<file path="src/rtl/fp_add_seq_if.sv">
// Operand/result handshake bundle for the sequential single-precision adder.
// Both channels use the same valid/ready rule: a transfer happens on a rising
// clk edge where valid and ready are both high; the producer holds valid and
// its payload steady until that edge, and ready never depends on valid.
interface fp_add_seq_if;
  logic        in_valid;
  logic        in_ready;
  logic [31:0] a;
  logic [31:0] b;
  logic        out_valid;
  logic        out_ready;
  logic [31:0] z;

  // Driving side: supplies operands and consumes the result.
  modport master (
    output in_valid, a, b, out_ready,
    input  in_ready, out_valid, z
  );

  // Adder side.
  modport slave (
    input  in_valid, a, b, out_ready,
    output in_ready, out_valid, z
  );
endinterface

</file>
<file path="src/rtl/fp_add_seq.sv">
// Multi-cycle signed single-precision adder z = a + b (truncating, no
// denormals). Alignment and normalization move one bit per cycle.
// Opposite-sign operands become an effective subtract of the smaller
// magnitude from the larger one, so the working sum is never negative.
module fp_add_seq (
  input  logic        clk,
  input  logic        reset,
  fp_add_seq_if.slave bus,
  output logic [2:0]  state_dbg
);

  typedef enum logic [2:0] {
    IDLE  = 3'd0,
    ALIGN = 3'd1,
    ADD   = 3'd2,
    NORM  = 3'd3,
    DONE  = 3'd4
  } state_t;

  state_t      state;
  logic        in_ready_r;
  logic        out_valid_r;
  logic [31:0] z_r;

  // Working registers. Mantissa layout: [27] carry, [26] hidden one,
  // [25:3] fraction, [2:0] guard bits that collect the alignment shift.
  logic [27:0] big_m;
  logic [27:0] small_m;
  logic [27:0] sum;
  logic [7:0]  exp_w;
  logic        sign_r;
  logic        sub_r;
  logic [4:0]  cnt;

  // Accept-time decode of the incoming operand pair.
  logic [7:0]  ea;
  logic [7:0]  eb;
  logic [27:0] ma;
  logic [27:0] mb;
  logic        a_big;
  logic [7:0]  e_big;
  logic [7:0]  e_small;
  logic [7:0]  diff;
  logic [4:0]  shift_n;
  logic        is_nan;
  logic        a_zero;
  logic        b_zero;

  // Classify operands and pick the larger magnitude (exponent, then fraction).
  always_comb begin
    ea      = bus.a[30:23];
    eb      = bus.b[30:23];
    ma      = {2'b01, bus.a[22:0], 3'b000};
    mb      = {2'b01, bus.b[22:0], 3'b000};
    a_big   = ({ea, bus.a[22:0]} >= {eb, bus.b[22:0]});
    e_big   = a_big ? ea : eb;
    e_small = a_big ? eb : ea;
    diff    = e_big - e_small;
    // Beyond 27 shifts the small mantissa is entirely gone anyway.
    shift_n = (diff > 8'd27) ? 5'd27 : diff[4:0];
    is_nan  = (ea == 8'hFF) || (eb == 8'hFF);
    a_zero  = (ea == 8'h00);
    b_zero  = (eb == 8'h00);
  end

  // Control FSM and datapath; all outputs are registered here.
  always_ff @(posedge clk or posedge reset) begin
    if (reset) begin
      state       <= IDLE;
      in_ready_r  <= 1'b1;
      out_valid_r <= 1'b0;
      z_r         <= 32'h0;
      big_m       <= 28'h0;
      small_m     <= 28'h0;
      sum         <= 28'h0;
      exp_w       <= 8'h0;
      sign_r      <= 1'b0;
      sub_r       <= 1'b0;
      cnt         <= 5'h0;
    end else begin
      case (state)
        IDLE: begin
          if (bus.in_valid) begin
            in_ready_r <= 1'b0;
            if (is_nan) begin
              z_r         <= 32'hFFFF_FFFF;
              out_valid_r <= 1'b1;
              state       <= DONE;
            end else if (a_zero && b_zero) begin
              // Signed zeros collapse to +0.
              z_r         <= 32'h0;
              out_valid_r <= 1'b1;
              state       <= DONE;
            end else if (a_zero) begin
              z_r         <= bus.b;
              out_valid_r <= 1'b1;
              state       <= DONE;
            end else if (b_zero) begin
              z_r         <= bus.a;
              out_valid_r <= 1'b1;
              state       <= DONE;
            end else begin
              big_m   <= a_big ? ma : mb;
              small_m <= a_big ? mb : ma;
              exp_w   <= e_big;
              sign_r  <= a_big ? bus.a[31] : bus.b[31];
              sub_r   <= bus.a[31] ^ bus.b[31];
              cnt     <= shift_n;
              state   <= (shift_n == 5'd0) ? ADD : ALIGN;
            end
          end
        end

        ALIGN: begin
          // Bits falling off the bottom are discarded.
          small_m <= small_m >> 1;
          cnt     <= cnt - 5'd1;
          if (cnt == 5'd1) begin
            state <= ADD;
          end
        end

        ADD: begin
          sum   <= sub_r ? (big_m - small_m) : (big_m + small_m);
          state <= NORM;
        end

        NORM: begin
          if (sum == 28'h0) begin
            // Exact cancellation always yields +0.
            z_r         <= 32'h0;
            out_valid_r <= 1'b1;
            state       <= DONE;
          end else if (sum[27]) begin
            if (exp_w == 8'd254) begin
              z_r         <= 32'hFFFF_FFFF;
              out_valid_r <= 1'b1;
              state       <= DONE;
            end else begin
              sum   <= sum >> 1;
              exp_w <= exp_w + 8'd1;
            end
          end else if (sum[26]) begin
            z_r         <= {sign_r, exp_w, sum[25:3]};
            out_valid_r <= 1'b1;
            state       <= DONE;
          end else if (exp_w == 8'd1) begin
            // One more left shift would need exponent 0: flush to zero.
            z_r         <= 32'h0;
            out_valid_r <= 1'b1;
            state       <= DONE;
          end else begin
            sum   <= sum << 1;
            exp_w <= exp_w - 8'd1;
          end
        end

        DONE: begin
          if (bus.out_ready) begin
            out_valid_r <= 1'b0;
            in_ready_r  <= 1'b1;
            state       <= IDLE;
          end
        end

        default: begin
          state       <= IDLE;
          in_ready_r  <= 1'b1;
          out_valid_r <= 1'b0;
        end
      endcase
    end
  end

  assign bus.in_ready  = in_ready_r;
  assign bus.out_valid = out_valid_r;
  assign bus.z         = z_r;
  assign state_dbg     = state;

endmodule

</file>
<file path="src/flat_wrapper.sv">
// flat-port wrapper written by rule: the top's interface ports become plain ports
module fp_add_seq_flat 
  (clk, reset, state_dbg, bus_in_valid, bus_a, bus_b, bus_out_ready, bus_in_ready, bus_out_valid, bus_z);
  fp_add_seq_if bus_i ();
  input  logic clk;
  input  logic reset;
  output logic [2:0] state_dbg;
  input wire logic [$bits(bus_i.in_valid)-1:0] bus_in_valid;
  input wire logic [$bits(bus_i.a)-1:0] bus_a;
  input wire logic [$bits(bus_i.b)-1:0] bus_b;
  input wire logic [$bits(bus_i.out_ready)-1:0] bus_out_ready;
  output wire logic [$bits(bus_i.in_ready)-1:0] bus_in_ready;
  output wire logic [$bits(bus_i.out_valid)-1:0] bus_out_valid;
  output wire logic [$bits(bus_i.z)-1:0] bus_z;
  assign bus_i.in_valid = bus_in_valid;
  assign bus_i.a = bus_a;
  assign bus_i.b = bus_b;
  assign bus_i.out_ready = bus_out_ready;
  assign bus_in_ready = bus_i.in_ready;
  assign bus_out_valid = bus_i.out_valid;
  assign bus_z = bus_i.z;
  fp_add_seq u_core (.clk(clk), .reset(reset), .bus(bus_i), .state_dbg(state_dbg));
endmodule
</file>
<file path="config.mk">
export PLATFORM = sky130hd
export DESIGN_NAME = fp_add_seq_flat
export DESIGN_NICKNAME = d
export VERILOG_FILES = /design/src/rtl/fp_add_seq_if.sv /design/src/rtl/fp_add_seq.sv /design/src/flat_wrapper.sv
export SDC_FILE = /design/constraint.sdc
export NUM_CORES = 1
export LEC_CHECK = 0
export ABC_AREA = 1
export CORE_AREA = 2 2 150 152
export DETAILED_ROUTE_END_ITERATION = 7
export DIE_AREA = 0 0 152 154
export GPL_ROUTABILITY_DRIVEN = 0
export PLACE_DENSITY = 0.7
export SYNTH_ARGS = -nofsm -noshare
export SYNTH_HDL_FRONTEND = slang
export SYNTH_SLANG_ARGS = --single-unit
</file>
<file path="constraint.sdc">
create_clock -name clk -period 5.9 [get_ports clk]
set_clock_uncertainty 0.15 [all_clocks]
set_input_delay 0.59 -clock clk [delete_from_list [all_inputs] [get_ports clk]]
set_output_delay 0.59 -clock clk [all_outputs]
set_load 0.05 [all_outputs]
</file>
==> flow_summary.yaml, run 1 <==
status:
  status: "completed"
clocking:
  cts_tree: "built"
  clkTransAtPathRegs_ns: 0.07
  cts_hold_buf: 0
  clock_latency_ns: 0.45
  post_cts_buffers: 0
  cts_sinks: 131
  htreeDepth: 4
  root_buffer: "clkbuf_16"
  cts_resized: 0
  clk_path_buf_depth: 2
  numCtsBuffers: 17
synth:
  syn_area_um2: 10700
  yosys_most_used_dff: "dfrtp_1"
  muxShareOfSynthArea: 0
  ys_seq_elements: 131
  synth_edf_count: 0
  synth_compound_area_frac: 0.233
  synth_top_family_by_area: "simple AND/OR/NAND/NOR gates"
  synth_fa_ha_area_frac: 0.0737
  synth_fp_nets: 1741
  seq_area_frac_synth: 0.307
  synth_xor_area_frac: 0.0328
  syn_avg_cell_area_um2: 6.64
  postSynth.asyncResetShare: 1.00
  ys_types: 47
  yosys_warnings: 0
  syn_inst: 1610
  yosys.area_share.simple: 0.260
critical_path:
  path_class: "reg -> reg"
  cp-end-kind: "flop"
  path_cells: "inv_1 > ha_1 > nand2_1 > nor3_1 > nor3b_1 > nand2_1 > nor3_1 > nand4_1 > nor2_1 > nor2_1 > xnor2_1 > ha_1 > nand2_1 > o21ai_0 > inv_1 > o221ai_1 > a21oi_1 > nand2_1 > nand3_1 > nand2_1 > a21oi_1 > o21ai_0 > a22oi_1"
  crit_path_top_delay_cell: "dfrtp_1"
  cp-start-kind: "flop"
  crit_fanout: 5
  cp_data_arrival_time_ns: 4.93
  crit_path_max_incr_delay_ns: 0.40
  crit_top_cell: "nand2_1"
  crit_required_ns: 6.06
final_layout:
  final_common_cell: "nand2_1"
  syn_to_final_growth_pct: 16.8
  nets: 1806
  diodes: 0
  design_area_um2: 12500
  drive_gt1_frac: 0.0438
  final_cell_mix: "nand2_1 (391), inv_1 (183), o21ai_0 (159)"
timing:
  post-route-period-util: 0.808
  rsz0062_at_grt: "no"
  drv_slew: 0
  period_needed_ns: 4.77
  finalSetupViolations: 0
  setup_tns_ns: 0
  slew_headroom: 0.292
  hold_viol: 0
  worst_slew_pin_slew_ns: 1.06
  clock.fmax_mhz: 210
pwr:
  leakage_nw: 6.13
  p_per_area_nw_per_um2: 630
  ir_drop_mv: 0.291
drt:
  met1_length_um: 15800
  dr.pass1.iters: 6
  wl_um: 35700
  wl_met2_um: 15300
  top_layer: "met4"
  vias: 11500
  drt-wirelength-per-cell_um: 18.1
  drcViolationCount: 0
  drt_iter0_drc: 1120
  wl_met3_um: 3290
  drtAntennaViolNets: 0
  vias_per_cell: 5.86
worst_hold_path:
  worstHoldPathType: "reg -> reg"
global_route:
  grt_pass1_wl_um: 56400
  grt_usage: 0.301
  antenna_found_initial: 0
  grt_max_degree: 91
  grt_pass1_vias: 10700
  overflow: 0
die:
  start_util: 0.493
  core_area_um2: 21700
  fp-row-count: 54
  fp.dieW_um: 152
  die-area_um2: 23400
  fp.dieH_um: 154
  ioPinCount: 105
flow_run:
  cap_violations: 0
placed_design:
  portBuffers: 104
  dp_hpwl_um: 26600
  dpl-instance-area_um2: 11900
## through the flow
stage / utilization / setup slack (ns) / power [mW] / std cells / hold slack, ns
after global placement: 0.550 / 1.08 / 6.64 / 1936 / 0.303
final: 0.576 / 1.13 / 7.86 / 1968 / 0.322
after CTS: 0.576 / 1.20 / 7.79 / 1968 / 0.325
after global routing: 0.576 / 0.738 / 8.51 / 1968 / 0.345
after detailed placement: 0.550 / 1.10 / 6.72 / 1936 / 0.309
after floorplan: - / 1.66 / 5.36 / 1610 / 0.297
## worst paths after layout
path / start / end / slack [ns] / cells after the start
max: u_core.small_m[0] / u_core.sum[27] / 1.13 / 23
min reg2reg: u_core.bus.z[23] / u_core.bus.z[23] / 0.32 / 2
max in group asynchronous: reset / u_core.bus.z[27] / 3.95 / 3
min: u_core.bus.z[23] / u_core.bus.z[23] / 0.32 / 2
max reg2reg: u_core.small_m[0] / u_core.sum[27] / 1.13 / 23
min in group asynchronous: reset / u_core.small_m[0] / 0.55 / 2
## worst max-delay path, delay by kind of cell, from the launching register on
| family | cells | cell delay [ns] |
|---|---|---|
| adder cells (fa/ha/maj) | 2 | 0.62 |
| flip-flops | 1 | 0.40 |
| buffers and inverters | 2 | 0.22 |
| XOR/XNOR | 1 | 0.14 |
| AND/OR/NAND/NOR | 12 | 2.29 |
| AO/OA/AOI/OAI | 6 | 0.82 |
## per-layer routing
| metal | GRT usage | vias up |
|---|---|---|
| met3 | 0.0567 | 94 |
| li1 | - | 5537 |
| met4 | 0.118 | 0 |
| met5 | 0 | - |
| met1 | 0.429 | 5315 |
| met2 | 0.453 | 578 |
## final cells by class
| cell class | instances | area (um^2) |
|---|---|---|
| Clock buffer | 17 | 425 |
| Clock inverter | 15 | 140 |
| Fill cell | 2107 | 9200 |
| Inverter | 191 | 722 |
| Multi-Input combinational cell | 1216 | 6430 |
| Sequential cell | 131 | 3280 |
| Tap cell | 280 | 350 |
| Timing Repair Buffer | 118 | 1150 |
## state kept, by name, summed over array words and instances, names as in the netlist
signal	cells
u_core.small_m	27
u_core.sign_r	1
u_core.bus.in_ready	1
u_core.cnt	5
u_core.bus.z	32
u_core.state_dbg	3
u_core.exp_w	8
u_core.sum	28
u_core.sub_r	1
u_core.big_m	24
u_core.bus.out_valid	1
## synth_stat cells, types with 3 or more instances
master,n,area share
nand2_1,391,0.14
xnor2_1,8,0.0066
clkinv_1,3,0.0011
o211ai_1,26,0.018
nand2_2,4,0.0023
nand4_1,21,0.012
dfrtp_1,130,0.30
nor2_1,160,0.056
o32ai_1,6,0.0049
xor2_1,32,0.026
o21ai_1,6,0.0028
ha_1,63,0.074
nor3_1,20,0.0094
nor4_1,13,0.0076
o21ai_0,159,0.074
inv_2,4,0.0014
a21o_1,3,0.0021
a31oi_1,6,0.0035
nand3b_1,5,0.0035
a22oi_1,24,0.017
clkbuf_1,63,0.022
nand3_1,48,0.022
a21oi_1,154,0.072
o221ai_1,6,0.0049
inv_1,184,0.065
o22ai_1,27,0.016
a211oi_1,12,0.0084
buf_1,4,0.0014
## cell families (layout without fill, tap and decap cells)
group                      Yosys count  count (layout)
buffers and inverters              263             341
AOI/OAI and AO/OA                  440             440
DFF                                131             131
xor gates and xnor gates            40              40
adders and majority gates           63              63
and+or+nand+nor                    673             673
## report_power, final
part           switching [mW]  total [mW]  internal (mW)
clock                   0.491        1.05          0.555
sequential              0.438        1.79           1.35
combinational            3.29        5.03           1.74
total                    4.22        7.86           3.64
(Power assumes the default switching activity.)
==> run 2: changes to the inputs <==
==> constraint.sdc (replaced) <==
create_clock -name clk -period 4.7 [get_ports clk]
set_clock_uncertainty 0.15 [all_clocks]
set_input_delay 0.47 -clock clk [delete_from_list [all_inputs] [get_ports clk]]
set_output_delay 0.47 -clock clk [all_outputs]
set_load 0.05 [all_outputs]
==> run 2 against run 1 <==
Final area is 0.55% higher. Global-route usage increased by 0.13 points. Non-clock buffer count up 5. Critical path type unchanged. Critical endpoint unchanged. Largest power group unchanged. Highest routed layer unchanged.
==> flow_summary.yaml, run 2 (same netlist as run 1, synthesis figures left out) <==
final_layout:
  largest_reg_flops: 32
  final_cell_mix: "nand2_1 (391), inv_1 (183), o21ai_0 (159)"
  ff_latch_area_um2: 3280
  nets: 1811
  final_common_cell: "nand2_1"
  diodes: 0
  syn_to_final_growth_pct: 17.4
  fillers: 2097
  multi_input_area_um2: 6430
  drive_gt1_frac: 0.0467
timing:
  period_needed_ns: 4.23
  worst_slew_pin_slew_ns: 1.29
  setup_tns_ns: 0
  post-route-period-util: 0.901
  drv_slew: 0
  hold_viol: 0
  setup_slack_ns: 0.466
  holdWs_ns: 0.320
  rsz0062_at_grt: "no"
  clock.fmax_mhz: 236
  finalSetupViolations: 0
  slew_headroom: 0.138
die:
  die-area_um2: 23400
  core_area_um2: 21700
  fp.dieW_um: 152
  ioPinCount: 105
  fp-row-count: 54
  fp.dieH_um: 154
  start_util: 0.493
drt:
  vias_per_cell: 5.87
  drt_iter0_drc: 1092
  wl_um: 35600
  vias: 11600
  drt-wirelength-per-cell_um: 18.0
  dr.pass1.iters: 5
  drtAntennaViolNets: 0
  drcViolationCount: 0
status:
  status: "completed"
critical_path:
  cp-end-kind: "flop"
  crit_path_top_delay_cell: "dfrtp_1"
  path_class: "reg -> reg"
  path_cells: "inv_1 > ha_1 > nand2_1 > nor3_1 > nor3b_2 > nand2_1 > nor3_1 > nand4_1 > nor2_1 > nor2_1 > xnor2_1 > ha_1 > a21oi_1 > o21ai_0 > inv_1 > o221ai_1 > a21oi_1 > nand2_1 > nand3_1 > nand2_1 > a21oi_1 > o21ai_0 > a22oi_1"
  path_buf_inv: 2
  cp_top_family: "simple AND/OR/NAND/NOR gates"
  crit_fanout: 5
  crit_required_ns: 4.89
  cp-start-kind: "flop"
  cp_data_arrival_time_ns: 4.43
  crit_path_max_incr_delay_ns: 0.40
  crit_top_cell: "nand2_1"
pwr:
  total_power_mw: 9.93
  leakage_nw: 6.17
  p_per_area_nw_per_um2: 791
  ir_drop_mv: 0.380
global_route:
  grt_pass1_wl_um: 57100
  grt_max_degree: 97
  grt_pass1_vias: 10700
  overflow: 0
  antenna_found_initial: 0
  grt_usage: 0.303
clocking:
  numCtsBuffers: 17
  cts_sinks: 131
  clk_path_buf_depth: 2
  cts_tree: "built"
  clock_latency_ns: 0.44
  cts_hold_buf: 0
  htreeDepth: 4
  cts_resized: 0
  clkTransAtPathRegs_ns: 0.06
  root_buffer: "clkbuf_16"
  post_cts_buffers: 0
placed_design:
  dp_slack_ns: 0.428
  portBuffers: 104
  dp_hpwl_um: 26700
flow_run:
  cap_violations: 0
worst_hold_path:
  worstHoldPathType: "reg -> reg"
## run 2: final cells by class
| class | instances | area share |
|---|---|---|
| multi-input cells | 1216 | 0.512 |
| inverters | 191 | 0.0575 |
| well taps | 280 | 0.0279 |
| clock inverters | 13 | 0.0119 |
| clock buffers | 19 | 0.0353 |
| flip-flops and latches | 131 | 0.261 |
| repair buffers | 123 | 0.0943 |
## run 2: through the flow
step           cell area (um^2)  instances   util
2_1_floorplan             10700       1610      -
6_report                  12600       1973  0.579
5_1_grt                   12600       1973  0.579
4_1_cts                   12600       1973  0.579
3_5_place_dp              12000       1941  0.552
3_3_place_gp              12000       1941  0.552
## run 2: power breakdown
group	total [mW]	internal (mW)	leakage (nW)	switching [mW]
clock	1.37	0.805	0.287	0.566
combinational	6.32	2.19	4.34	4.13
sequential	2.24	1.70	1.55	0.545
## run 2: worst register-to-register path, delay by kind of cell, from the launching register on
family	cells	cell delay, ns
DFF	1	0.40
adders and majority gates	2	0.59
AOI/OAI and AO/OA	7	0.89
buffers and inverters	2	0.20
and+or+nand+nor	11	1.77
xor gates and xnor gates	1	0.13
## run 2: path summary, 6_finish.rpt
| check | end | from | slack, ns | depth (start not counted) |
|---|---|---|---|---|
| max reg2reg | u_core.sum[27] | u_core.small_m[0] | 0.47 | 23 |
| min reg2reg | u_core.bus.z[4] | u_core.bus.z[4] | 0.32 | 2 |
| min in group asynchronous | u_core.small_m[9] | reset | 0.45 | 2 |
| min | u_core.bus.z[4] | u_core.bus.z[4] | 0.32 | 2 |
| max in group asynchronous | u_core.bus.z[3] | reset | 3.11 | 3 |
| max | u_core.sum[27] | u_core.small_m[0] | 0.47 | 23 |
## run 2: metal layers
metal | wire length (um) | vias to the layer above | GRT usage
li1 | - | 5543 | -
met1 | 16000 | 5432 | 0.427
met2 | 15800 | 546 | 0.474
met3 | 2910 | 62 | 0.0538
met4 | 908 | 0 | 0.0952
met5 | 0 | - | 0
==> run 3: changes to the inputs <==
--- a/config.mk
+++ b/config.mk
@@ -10,7 +10,7 @@
 export DETAILED_ROUTE_END_ITERATION = 7
 export DIE_AREA = 0 0 152 154
 export GPL_ROUTABILITY_DRIVEN = 0
-export PLACE_DENSITY = 0.7
+export PLACE_DENSITY = 0.74
 export SYNTH_ARGS = -nofsm -noshare
 export SYNTH_HDL_FRONTEND = slang
 export SYNTH_SLANG_ARGS = --single-unit
==> run 3 against run 2 <==
Wire length rose by 0.17%. First-iteration DRC count rose by 7.4%. Worst hold slack got worse by 0.0015 ns. Power rose by 2.5%. Critical path depth did not move. Non-clock buffer count rose by 3. Sequential power barely moved. Final cell count rose by 0.15%. Clock power rose by 15%. Final area rose by 0.87%. Flip-flop and latch count did not move. Maximum frequency fell by 0.12%. Largest cell class unchanged. Largest power group unchanged.
==> flow_summary.yaml, run 3 (same netlist as run 1, synthesis figures left out) <==
drt:
  vias_per_cell: 5.89
  top_layer: "met4"
  drtAntennaViolNets: 0
  met1_length_um: 15700
  wl_met2_um: 15500
  drt_iter0_drc: 1173
  drcViolationCount: 0
  dr.pass1.iters: 7
  drt-wirelength-per-cell_um: 18.0
  wl_met3_um: 3430
  wl_um: 35600
  vias: 11600
timing:
  post-route-period-util: 0.902
  finalSetupViolations: 0
  slew_headroom: 0.281
  period_needed_ns: 4.24
  rsz0062_at_grt: "no"
  drv_slew: 0
  worst_slew_pin_slew_ns: 1.08
  setup_tns_ns: 0
  clock.fmax_mhz: 236
  hold_viol: 0
  holdWs_ns: 0.318
clocking:
  post_cts_buffers: 0
  root_buffer: "clkbuf_16"
  cts_tree: "built"
  cts_hold_buf: 0
  clock_latency_ns: 0.44
  clk_path_buf_depth: 2
  numCtsBuffers: 17
  htreeDepth: 4
  cts_resized: 0
  clkTransAtPathRegs_ns: 0.06
  cts_sinks: 131
critical_path:
  crit_required_ns: 4.89
  cp-start-kind: "flop"
  path_class: "reg -> reg"
  worstSetupStartpoint: "u_core.small_m[0]"
  crit_fanout: 5
  r2r-start: "u_core.small_m[0]"
  cp-end-kind: "flop"
  cp_data_arrival_time_ns: 4.43
die:
  start_util: 0.493
  die-area_um2: 23400
  fp-row-count: 54
  ioPinCount: 105
  fp.dieH_um: 154
  fp.dieW_um: 152
  core_area_um2: 21700
global_route:
  grt_pass1_wl_um: 57700
  grt_pass1_vias: 10900
  grt_max_degree: 112
  antenna_found_initial: 0
  grt_usage: 0.306
  overflow: 0
pwr:
  p_per_area_nw_per_um2: 803
  ir_drop_mv: 0.356
  leakage_nw: 6.23
  total_power_mw: 10.2
worst_hold_path:
  hold_start: "u_core.bus.z[22]"
  worstHoldPathType: "reg -> reg"
final_layout:
  final_util: 0.584
  fillers: 2032
  largest_reg_flops: 32
  nets: 1814
  diodes: 0
  final_common_cell: "nand2_1"
  drive_gt1_frac: 0.0483
  final_cell_mix: "nand2_1 (391), inv_1 (183), o21ai_0 (159)"
  syn_to_final_growth_pct: 18.4
  ff_latch_area_um2: 3280
  multi_input_area_um2: 6430
placed_design:
  dp_hpwl_um: 26300
  portBuffers: 104
status:
  status: "completed"
flow_run:
  cap_violations: 0
-- run 3: changes by cell type in the layout (fill, tap and decap cells not counted) --
cell,delta
clkinvlp_4,-1
nor3_1,-1
nor3b_2,-1
clkbuf_8,-1
clkinv_2,-2
buf_4,+3
nor3_2,+1
inv_8,-1
bufinv_16,+4
clkinv_4,+1
nor3b_1,+1
-- run 3: power by group --
part           switching, mW  leakage, nW  internal, mW
Combinational           4.18         4.35          2.21
Clock                  0.570        0.326          1.00
Sequential             0.514         1.55          1.70
Total                   5.27         6.23          4.91
-- run 3: layout make-up --
| type | instances | area share |
|---|---|---|
| inverter | 191 | 0.0570 |
| timing repair buffer | 126 | 0.0952 |
| multi-input combinational | 1216 | 0.508 |
| clock buffer | 18 | 0.0339 |
| clock inverter | 14 | 0.0197 |
| sequential | 131 | 0.259 |
| tap | 280 | 0.0277 |
-- run 3: worst paths after layout --
| check | end | depth (start not counted) | slack [ns] |
|---|---|---|---|
| max | u_core.sum[27] | 23 | 0.46 |
| min | u_core.bus.z[22] | 2 | 0.32 |
| max reg2reg | u_core.sum[27] | 23 | 0.46 |
| min reg2reg | u_core.bus.z[22] | 2 | 0.32 |
| max in group asynchronous | u_core.bus.z[1] | 3 | 3.04 |
| min in group asynchronous | u_core.sum[0] | 2 | 0.47 |
-- run 3: per-layer routing --
| layer | GRT usage | vias to the layer above |
|---|---|---|
| li1 | - | 5546 |
| met1 | 0.430 | 5406 |
| met2 | 0.470 | 614 |
| met3 | 0.0643 | 78 |
| met4 | 0.101 | 0 |
| met5 | 0 | - |
-- run 3: critical path: stages (launching register included) --
cell and delay [ns]:
dfrtp_1 0.40, inv_1 0.12, ha_1 0.23, nand2_1 0.11, nor3_1 0.24, nor3b_1 0.32
nand2_1 0.16, nor3_2 0.21, nand4_1 0.18, nor2_1 0.23, nor2_1 0.08, xnor2_1 0.13
ha_1 0.36, a21oi_1 0.21, o21ai_0 0.11, inv_1 0.08, o221ai_1 0.10, a21oi_1 0.14
nand2_1 0.10, nand3_1 0.07, nand2_1 0.06, a21oi_1 0.11, o21ai_0 0.11, a22oi_1 0.15
-- run 3: metrics by stage --
| stage | instance area, um^2 | std cells | setup WS (ns) |
|---|---|---|---|
| final | 12700 | 1976 | 0.461 |
| after global routing | 12700 | 1976 | 0.0914 |
| after CTS | 12700 | 1976 | 0.387 |
| after detailed placement | 12000 | 1944 | 0.418 |
| after global placement | 12000 | 1944 | 0.539 |
| after floorplan | 10700 | 1610 | 0.584 |
